$ cat config.mk
export PLATFORM = sky130hd
export DESIGN_NAME = chunked_bit_count_flat
export DESIGN_NICKNAME = d
export VERILOG_FILES = /design/src/rtl/chunked_bit_count_if.sv /design/src/rtl/chunked_bit_count.sv /design/src/flat_wrapper.sv
export SDC_FILE = /design/constraint.sdc
export NUM_CORES = 1
export LEC_CHECK = 0
export CAP_MARGIN = 10
export CELL_PAD_IN_SITES_DETAIL_PLACEMENT = 1
export CELL_PAD_IN_SITES_GLOBAL_PLACEMENT = 2
export CORE_MARGIN = 2
export CORE_UTILIZATION = 35
export DETAILED_ROUTE_END_ITERATION = 8
export GPL_ROUTABILITY_DRIVEN = 0
export PLACE_DENSITY_LB_ADDON = 0.1
export SYNTH_ARGS = -nofsm -noshare
export SYNTH_HDL_FRONTEND = slang
export SYNTH_SLANG_ARGS = --single-unit
$ cat constraint.sdc
create_clock -name clk -period 4.28 [get_ports clk]
set_input_delay 1.284 -clock clk [delete_from_list [all_inputs] [get_ports clk]]
set_output_delay 1.284 -clock clk [all_outputs]
set_load 0.05 [all_outputs]
$ cat src/rtl/chunked_bit_count_if.sv
// chunked_bit_count_if: valid/ready streaming bundle carrying one word in and one bit count out.
interface chunked_bit_count_if #(
  parameter int WIDTH = 32
);
  localparam int CW = $clog2(WIDTH + 1);
  logic in_valid;
  logic in_ready;
  logic [WIDTH-1:0] in_data;
  logic in_count_zeros;
  logic out_valid;
  logic out_ready;
  logic [CW-1:0] out_count;
  modport master (
    output in_valid, in_data, in_count_zeros, out_ready,
    input in_ready, out_valid, out_count
  );
  modport slave (
    input in_valid, in_data, in_count_zeros, out_ready,
    output in_ready, out_valid, out_count
  );
endinterface

$ cat src/rtl/chunked_bit_count.sv
// chunked_bit_count: counts set (or clear) bits CHUNK at a time, stopping once the remaining word is zero.
module chunked_bit_count #(
  parameter int WIDTH = 32,
  parameter int CHUNK = 4
) (
  input logic clk,
  input logic rst,
  chunked_bit_count_if.slave bus
);
  localparam int CW = $clog2(WIDTH + 1);
  localparam int PW = $clog2(CHUNK + 1);
  if (CHUNK < 1 || CHUNK > WIDTH || WIDTH % CHUNK != 0) begin : g_bad_param
    $error("chunked_bit_count: CHUNK must divide WIDTH and lie in 1..WIDTH");
  end
  typedef enum logic [1:0] {IDLE, COMPUTE, DONE} state_t;
  state_t r_state, w_next;
  logic [WIDTH-1:0] r_data;
  logic [CW-1:0] r_count;
  logic [PW-1:0] w_pop;
  logic w_in_ready, w_out_valid, w_load;
  always_comb begin
    w_next = r_state;
    w_in_ready = 1'b0;
    w_out_valid = 1'b0;
    case (r_state)
      IDLE: begin
        w_in_ready = 1'b1;
        w_next = bus.in_valid ? COMPUTE : IDLE;
      end
      COMPUTE: w_next = (r_data == '0) ? DONE : COMPUTE;
      DONE: begin
        w_out_valid = 1'b1;
        w_in_ready = bus.out_ready;
        w_next = !bus.out_ready ? DONE : bus.in_valid ? COMPUTE : IDLE;
      end
      default: w_next = IDLE;
    endcase
  end
  assign w_load = bus.in_valid && w_in_ready;
  always_comb begin
    w_pop = '0;
    for (int i = 0; i < CHUNK; i++) w_pop = w_pop + PW'(r_data[i]);
  end
  always_ff @(posedge clk or posedge rst) begin
    if (rst) r_state <= IDLE;
    else r_state <= w_next;
  end
  // Shifting right with zero fill lets a zero remainder end the scan early.
  always_ff @(posedge clk or posedge rst) begin
    if (rst) begin
      r_data <= '0;
      r_count <= '0;
    end else if (w_load) begin
      r_data <= bus.in_count_zeros ? ~bus.in_data : bus.in_data;
      r_count <= '0;
    end else if (r_state == COMPUTE && r_data != '0) begin
      r_data <= r_data >> CHUNK;
      r_count <= r_count + CW'(w_pop);
    end
  end
  assign bus.in_ready = w_in_ready;
  assign bus.out_valid = w_out_valid;
  assign bus.out_count = r_count;
endmodule

$ cat src/flat_wrapper.sv
// flat-port wrapper written by rule: the top's interface ports become plain ports
module chunked_bit_count_flat 
#(
  parameter int WIDTH = 32,
  parameter int CHUNK = 4
)
  (clk, rst, bus_in_valid, bus_in_data, bus_in_count_zeros, bus_out_ready, bus_in_ready, bus_out_valid, bus_out_count);
  chunked_bit_count_if #(.WIDTH(WIDTH)) bus_i ();
  input logic clk;
  input logic rst;
  input wire logic [$bits(bus_i.in_valid)-1:0] bus_in_valid;
  input wire logic [$bits(bus_i.in_data)-1:0] bus_in_data;
  input wire logic [$bits(bus_i.in_count_zeros)-1:0] bus_in_count_zeros;
  input wire logic [$bits(bus_i.out_ready)-1:0] bus_out_ready;
  output wire logic [$bits(bus_i.in_ready)-1:0] bus_in_ready;
  output wire logic [$bits(bus_i.out_valid)-1:0] bus_out_valid;
  output wire logic [$bits(bus_i.out_count)-1:0] bus_out_count;
  assign bus_i.in_valid = bus_in_valid;
  assign bus_i.in_data = bus_in_data;
  assign bus_i.in_count_zeros = bus_in_count_zeros;
  assign bus_i.out_ready = bus_out_ready;
  assign bus_in_ready = bus_i.in_ready;
  assign bus_out_valid = bus_i.out_valid;
  assign bus_out_count = bus_i.out_count;
  chunked_bit_count #(.WIDTH(WIDTH), .CHUNK(CHUNK)) u_core (.clk(clk), .rst(rst), .bus(bus_i));
endmodule
==> results of run 1 <==
path summary, 6_finish.rpt:
check / slack, ns / cells past startpoint / end
max in group asynchronous: 2.51 / 3 / u_core.r_data[8]
hold reg to reg: 0.53 / 1 / u_core.bus.out_count[5]
hold / removal: 0.53 / 1 / u_core.bus.out_count[5]
setup reg to reg: 1.65 / 12 / u_core.bus.out_count[5]
min in group asynchronous: 1.42 / 3 / u_core.r_data[6]
setup / recovery: 0.79 / 4 / bus_in_ready
metal layers:
layer	part of all wire [%]	vias to the layer above
met2	46	29
met1	49	848
met3	3.3	5
met4	0.93	0
met5	0	-
li1	-	830
cells by family after synthesis:
logic type | count (synthesis) | synth area share, %
and+or+nand+nor | 53 | 11.4
xor gates and xnor gates | 33 | 13.2
buffers and inverters | 29 | 6.22
adders and majority gates | 8 | 5.25
DFF | 40 | 45.6
AOI/OAI and AO/OA | 48 | 18.4
worst register-to-register path, cell delays in order (launching register included):
cell and delay (ns):
dfrtp_1 0.38, inv_1 0.05, ha_1 0.27, inv_1 0.05, fa_1 0.36, inv_1 0.07
ha_1 0.25, ha_1 0.29, a21o_1 0.16, a21oi_1 0.27, or3_1 0.16, a21oi_1 0.05
a21o_1 0.18
stage by stage:
stage	util, %	setup slack, ns
global route	46.0	0.736
floorplan	-	0.863
finish	46.0	0.793
CTS	46.0	0.787
global placement	44.4	0.820
detailed placement	44.4	0.787
where the power goes:
| group | switching (mW) | internal (mW) | leakage, nW | total, mW |
|---|---|---|---|---|
| combinational | 0.493 | 0.390 | 0.596 | 0.883 |
| clock | 0.132 | 0.131 | 0.0445 | 0.263 |
| sequential | 0.133 | 0.525 | 0.519 | 0.659 |
| total | 0.758 | 1.05 | 1.16 | 1.81 |
state kept, by name, indices dropped and copies added (netlist names):
register,count
u_core.r_data,32
u_core.bus.out_count,6
u_core.r_state,2
layout make-up:
| class | count | area share (%) |
|---|---|---|
| multi-input combinational | 142 | 38.4 |
| sequential | 40 | 36.3 |
| timing repair buffer | 47 | 16.5 |
| tap | 75 | 3.41 |
| clock buffer | 7 | 3.13 |
| inverter | 14 | 1.91 |
| clock inverter | 1 | 0.272 |
cell usage in the layout (no fill, tap or decap), drive strengths merged, types with 2 or more instances in the layout:
| master | count |
|---|---|
| a21o | 2 |
| a21oi | 3 |
| a221o | 28 |
| buf | 5 |
| clkbuf | 7 |
| clkdlybuf4s50 | 42 |
| dfrtp | 40 |
| fa | 2 |
| ha | 6 |
| inv | 14 |
| nand2 | 2 |
| nand3 | 7 |
| nand4 | 2 |
| nor2 | 29 |
| nor2b | 3 |
| nor4 | 6 |
| o211ai | 2 |
| o21ai | 10 |
| o31ai | 2 |
| xnor2 | 32 |
==> flow_metrics.env, run 1 <==
export IMPL_finalHoldWorstSlack_ns=0.530
export IMPL_grt_max_degree=41
export IMPL_maxCapViolCount=0
export IMPL_synthFlopType="dfrtp_1"
export IMPL_tritoncts="built"
export IMPL_ctsResizeCount=0
export IMPL_clock_latency_ns=0.29
export IMPL_outcome="finished, final reports clean"
export IMPL_synthCells=211
export IMPL_critPathBufInv=3
export IMPL_ys_seq_area_share_pct=45.6
export IMPL_start_util_pct=36.6
export IMPL_first_global_vias=1817
export IMPL_clkSinkCount=40
export IMPL_io_pins=45
export IMPL_yosysMostFrequentCell="dfrtp_1"
export IMPL_dp_hpwl_microns=3580
export IMPL_crit_required_ns=3.00
export IMPL_hold_path_class="reg -> reg"
export IMPL_post_cts_setup_buffers=0
export IMPL_p_leak_nw=1.16
export IMPL_grt_use_met2_pct=24.2
export IMPL_gr_usage_met3_pct=3.88
export IMPL_setup_tns_ns=0
export IMPL_synth_edf_count=0
export IMPL_grt_overflow_total=0
export IMPL_synthesis_nets=256
export IMPL_clockBufferDepth=2
export IMPL_post_route_drc_count=0
export IMPL_power_density_nw_per_um2=655
export IMPL_drtAntennaViolNets=0
export IMPL_antenna_found_initial=0
export IMPL_avgSynthCellArea_sq_um=10.4
export IMPL_synth_common_cells="dfrtp_1 (40), xnor2_1 (32), nor2_1 (29)"
export IMPL_regArea_sq_um=1000
export IMPL_cp_max_fo=2
export IMPL_layout_drive_gt1_share_pct=5.98
export IMPL_path_class="in -> out"
export IMPL_yosysTopAreaCellShare_pct=45.6
export IMPL_num_fill_cells=674
export IMPL_multi_input_area_sq_um=1060
export IMPL_place_area_sq_um=2660
export IMPL_critPathArrivalTime_ns=2.20
export IMPL_slew_headroom_pct=42.3
export IMPL_die_y_microns=83.2
export IMPL_synth_distinct_cells=27
export IMPL_htree_levels=2
export IMPL_synth_area_top_cells="dfrtp_1 (46%), a221o_1 (13%), xnor2_1 (13%), nor2_1 (5.0%), ha_1 (3.4%)"
export IMPL_grt_util_met1_pct=22.6
export IMPL_rr_startpoint="u_core.r_data[0]"
export IMPL_grt_pass1_wl_microns=9000
export IMPL_ir_worst_vdd_mv=0.297
export IMPL_cp_start_kind="primary input"
export IMPL_path_clk_slew_ns=0.08
export IMPL_worst_pin_slew_ns=0.866
export IMPL_via_per_inst=5.25
export IMPL_crit_family="buffers and inverters"
export IMPL_final_max_slew_viol_count=0
export IMPL_dieArea_sq_um=6920
export IMPL_min_from="u_core.bus.out_count[5]"
export IMPL_syn2layout_area_growth_pct=25.6
export IMPL_nets=295
export IMPL_total_power_mw=1.81
export IMPL_crit_chain="clkdlybuf4s50_1, inv_1, a21oi_1, buf_4"
export IMPL_wl_per_cell_microns=15.5
export IMPL_io_buffers=44
export IMPL_core_sq_um=5990
export IMPL_yosys_area_top_type="dfrtp_1"
export IMPL_wl_microns=5040
export IMPL_async_reset_ff_share_pct=100
export IMPL_top_usage_layer="met2"
export IMPL_startpoint="bus_out_ready"
export IMPL_setup_viol=0
export IMPL_min_period_ns=3.49
export IMPL_endpoint_kind="primary output"
export IMPL_netlist_area_sq_um=2190
export IMPL_rsz0062_at_grt="false"
export IMPL_cts_buffers_inserted=5
export IMPL_critical_path_max_stage_delay_ns=0.46
export IMPL_vias=1712
export IMPL_root_buffer="clkbuf_8"
export IMPL_hold_viol=0
export IMPL_drt_iter0_drc=98
export IMPL_slowest_stage="clkdlybuf4s50_1"
export IMPL_fin_crit_sh_pct=81.5
export IMPL_synth_seq_cells=40
export IMPL_finalNonFillerCells=326
export IMPL_die_x_microns=83.2
export IMPL_finalClockSkew_ns=0.00616
export IMPL_rows=28
export IMPL_fmax_mhz=287
export IMPL_yosysWarnings=0
export IMPL_antenna_cells=0
export IMPL_design_area_sq_um=2760
export IMPL_dp_cells=318
export IMPL_track_usage_pct=15.9
export IMPL_cts_hold_buf=0
export IMPL_drt_first_pass_iters=4
No activity file was read; power rests on OpenSTA's default activity.
==> run 2, diff against run 1 <==
--- a/config.mk
+++ b/config.mk
@@ -9,7 +9,7 @@
 export CELL_PAD_IN_SITES_DETAIL_PLACEMENT = 1
 export CELL_PAD_IN_SITES_GLOBAL_PLACEMENT = 2
 export CORE_MARGIN = 2
-export CORE_UTILIZATION = 35
+export CORE_UTILIZATION = 29
 export DETAILED_ROUTE_END_ITERATION = 8
 export GPL_ROUTABILITY_DRIVEN = 0
 export PLACE_DENSITY_LB_ADDON = 0.1
==> constraint.sdc (replaced) <==
create_clock -name clk -period 3.15 [get_ports clk]
set_input_delay 0.945 -clock clk [delete_from_list [all_inputs] [get_ports clk]]
set_output_delay 0.945 -clock clk [all_outputs]
set_load 0.05 [all_outputs]
==> run 2 against run 1 <==
  * Critical path depth stayed put
  * Critical path type unchanged
  * Count of clock-buffer cells in the layout shrank 2
  * Final cell count increased by 8.3%
  * Worst hold slack gained 0.0072 ns
  * Power increased by 41%
  * Largest cell class unchanged
  * Via count barely moved
  * Sequential share of layout area shrank 1.1 points
  * First-iteration DRC count decreased by 35%
  * Wire length up 5.6%
  * Combinational power up 39%
  * Non-clock buffer count up 3
==> flow_metrics.env, run 2 (synthesized netlist as in run 1, its figures left out) <==
export IMPL_power_density_nw_per_um2=900
export IMPL_htree_levels=2
export IMPL_largest_register_ff_count=32
export IMPL_drt_first_pass_iters=4
export IMPL_cts_hold_buf=0
export IMPL_cp_start_kind="primary input"
export IMPL_outcome="finished, final reports clean"
export IMPL_via_per_inst=4.85
export IMPL_cp_max_fo=2
export IMPL_grt_overflow_total=0
export IMPL_post_cts_setup_buffers=0
export IMPL_min_path_cells=1
export IMPL_finalClockSkew_ns=0.00260
export IMPL_first_global_vias=1687
export IMPL_final_max_slew_viol_count=0
export IMPL_nets=298
export IMPL_min_period_ns=2.85
export IMPL_place_area_sq_um=2730
export IMPL_switchingPower_mw=1.05
export IMPL_hold_path_class="reg -> reg"
export IMPL_clockBufferDepth=2
export IMPL_total_power_mw=2.55
export IMPL_p_comb_share_pct=48.3
export IMPL_slowest_stage="clkdlybuf4s50_1"
export IMPL_maxCapViolCount=0
export IMPL_vias=1711
export IMPL_grt_max_degree=41
export IMPL_track_usage_pct=13.3
export IMPL_dp_hpwl_microns=3740
export IMPL_grt_pass1_wl_microns=8690
export IMPL_rsz0062_at_grt="false"
export IMPL_slew_headroom_pct=48.1
export IMPL_crit_chain="clkdlybuf4s50_1, inv_1, a21oi_1, buf_12"
export IMPL_io_buffers=44
export IMPL_fin_crit_sh_pct=90.4
export IMPL_crit_required_ns=2.20
export IMPL_dieArea_sq_um=8270
export IMPL_hold_viol=0
export IMPL_path_clk_slew_ns=0.08
export IMPL_wl_per_cell_microns=15.1
export IMPL_drt_iter0_drc=64
export IMPL_final_common_cell="clkdlybuf4s50_1"
export IMPL_post_route_drc_count=0
export IMPL_largest_register="u_core.r_data"
export IMPL_die_x_microns=91.0
export IMPL_rows=31
export IMPL_syn2layout_area_growth_pct=29.4
export IMPL_setup_tns_ns=0
export IMPL_clkSinkCount=40
export IMPL_seqPwrFrac_pct=35.0
export IMPL_internal_power_mw=1.51
export IMPL_design_area_sq_um=2840
export IMPL_clock_latency_ns=0.30
export IMPL_io_pins=45
export IMPL_worstRegToRegCells=12
export IMPL_endpoint_kind="primary output"
export IMPL_fmax_mhz=351
export IMPL_ir_worst_vdd_mv=0.288
export IMPL_finalHoldWorstSlack_ns=0.537
export IMPL_root_buffer="clkbuf_8"
export IMPL_pwr_share_clk_pct=16.7
export IMPL_ctsResizeCount=0
export IMPL_setup_viol=0
export IMPL_mostFrequentLayoutCells="clkdlybuf4s50_1 (42), dfrtp_1 (40), xnor2_1 (32)"
export IMPL_path_class="in -> out"
export IMPL_p_leak_nw=1.19
export IMPL_cts_buffers_inserted=5
export IMPL_wl_microns=5320
export IMPL_die_y_microns=91.0
export IMPL_critPathArrivalTime_ns=1.90
export IMPL_start_util_pct=30.1
export IMPL_tritoncts="built"
export IMPL_antenna_found_initial=0
export IMPL_critical_path_max_stage_delay_ns=0.45
export IMPL_layout_drive_gt1_share_pct=7.48
export IMPL_drtAntennaViolNets=0
export IMPL_worst_pin_slew_ns=0.778
export IMPL_core_sq_um=7290
export IMPL_swShare_pct=41.0
export IMPL_antenna_cells=0
[run 2: layer usage]
layer	up-vias	track usage, %	wire length [microns]
li1	834	-	-
met1	843	18.3	2640
met2	27	20.6	2450
met3	7	3.24	163
met4	0	4.17	72
met5	-	0	0
[run 2: path summary, 6_finish.rpt]
path | start | end | slack [ns]
setup / recovery | bus_out_ready | bus_in_ready | 0.30
hold / removal | u_core.bus.out_count[5] | u_core.bus.out_count[5] | 0.54
setup reg to reg | u_core.r_data[1] | u_core.bus.out_count[5] | 0.54
hold reg to reg | u_core.bus.out_count[5] | u_core.bus.out_count[5] | 0.54
max in group asynchronous | rst | u_core.r_state[0] | 1.71
min in group asynchronous | rst | u_core.bus.out_count[0] | 1.08
[run 2: final cells by class]
type	instances	area (sq um)
flip-flops and latches	40	1000
well taps	99	124
repair buffers	50	490
clock buffers	5	68.8
inverters	14	52.6
fillers	850	4450
multi-input cells	142	1060
clock inverters	3	42.5
[run 2: per-stage QoR]
step	setup slack [ns]	util (%)	std cells
detailed placement	0.301	37.4	345
global placement	0.308	37.4	345
CTS	0.299	38.9	353
global route	0.245	38.9	353
finish	0.302	38.9	353
floorplan	0.339	-	211
[run 2: critical path, delay by kind of cell]
family,cells,cell delay [ns]
compound gates,1,0.28
buf+inv,3,0.68
[run 2: power by group through the flow]
stage | logic, mW | clock network (mW) | registers [mW]
floorplan | 0.828 | 0 | 0.961
global placement | 1.23 | 0 | 0.905
detailed placement | 1.26 | 0 | 0.905
CTS | 1.27 | 0.443 | 0.899
global route | 1.40 | 0.463 | 0.923
finish | 1.23 | 0.427 | 0.893
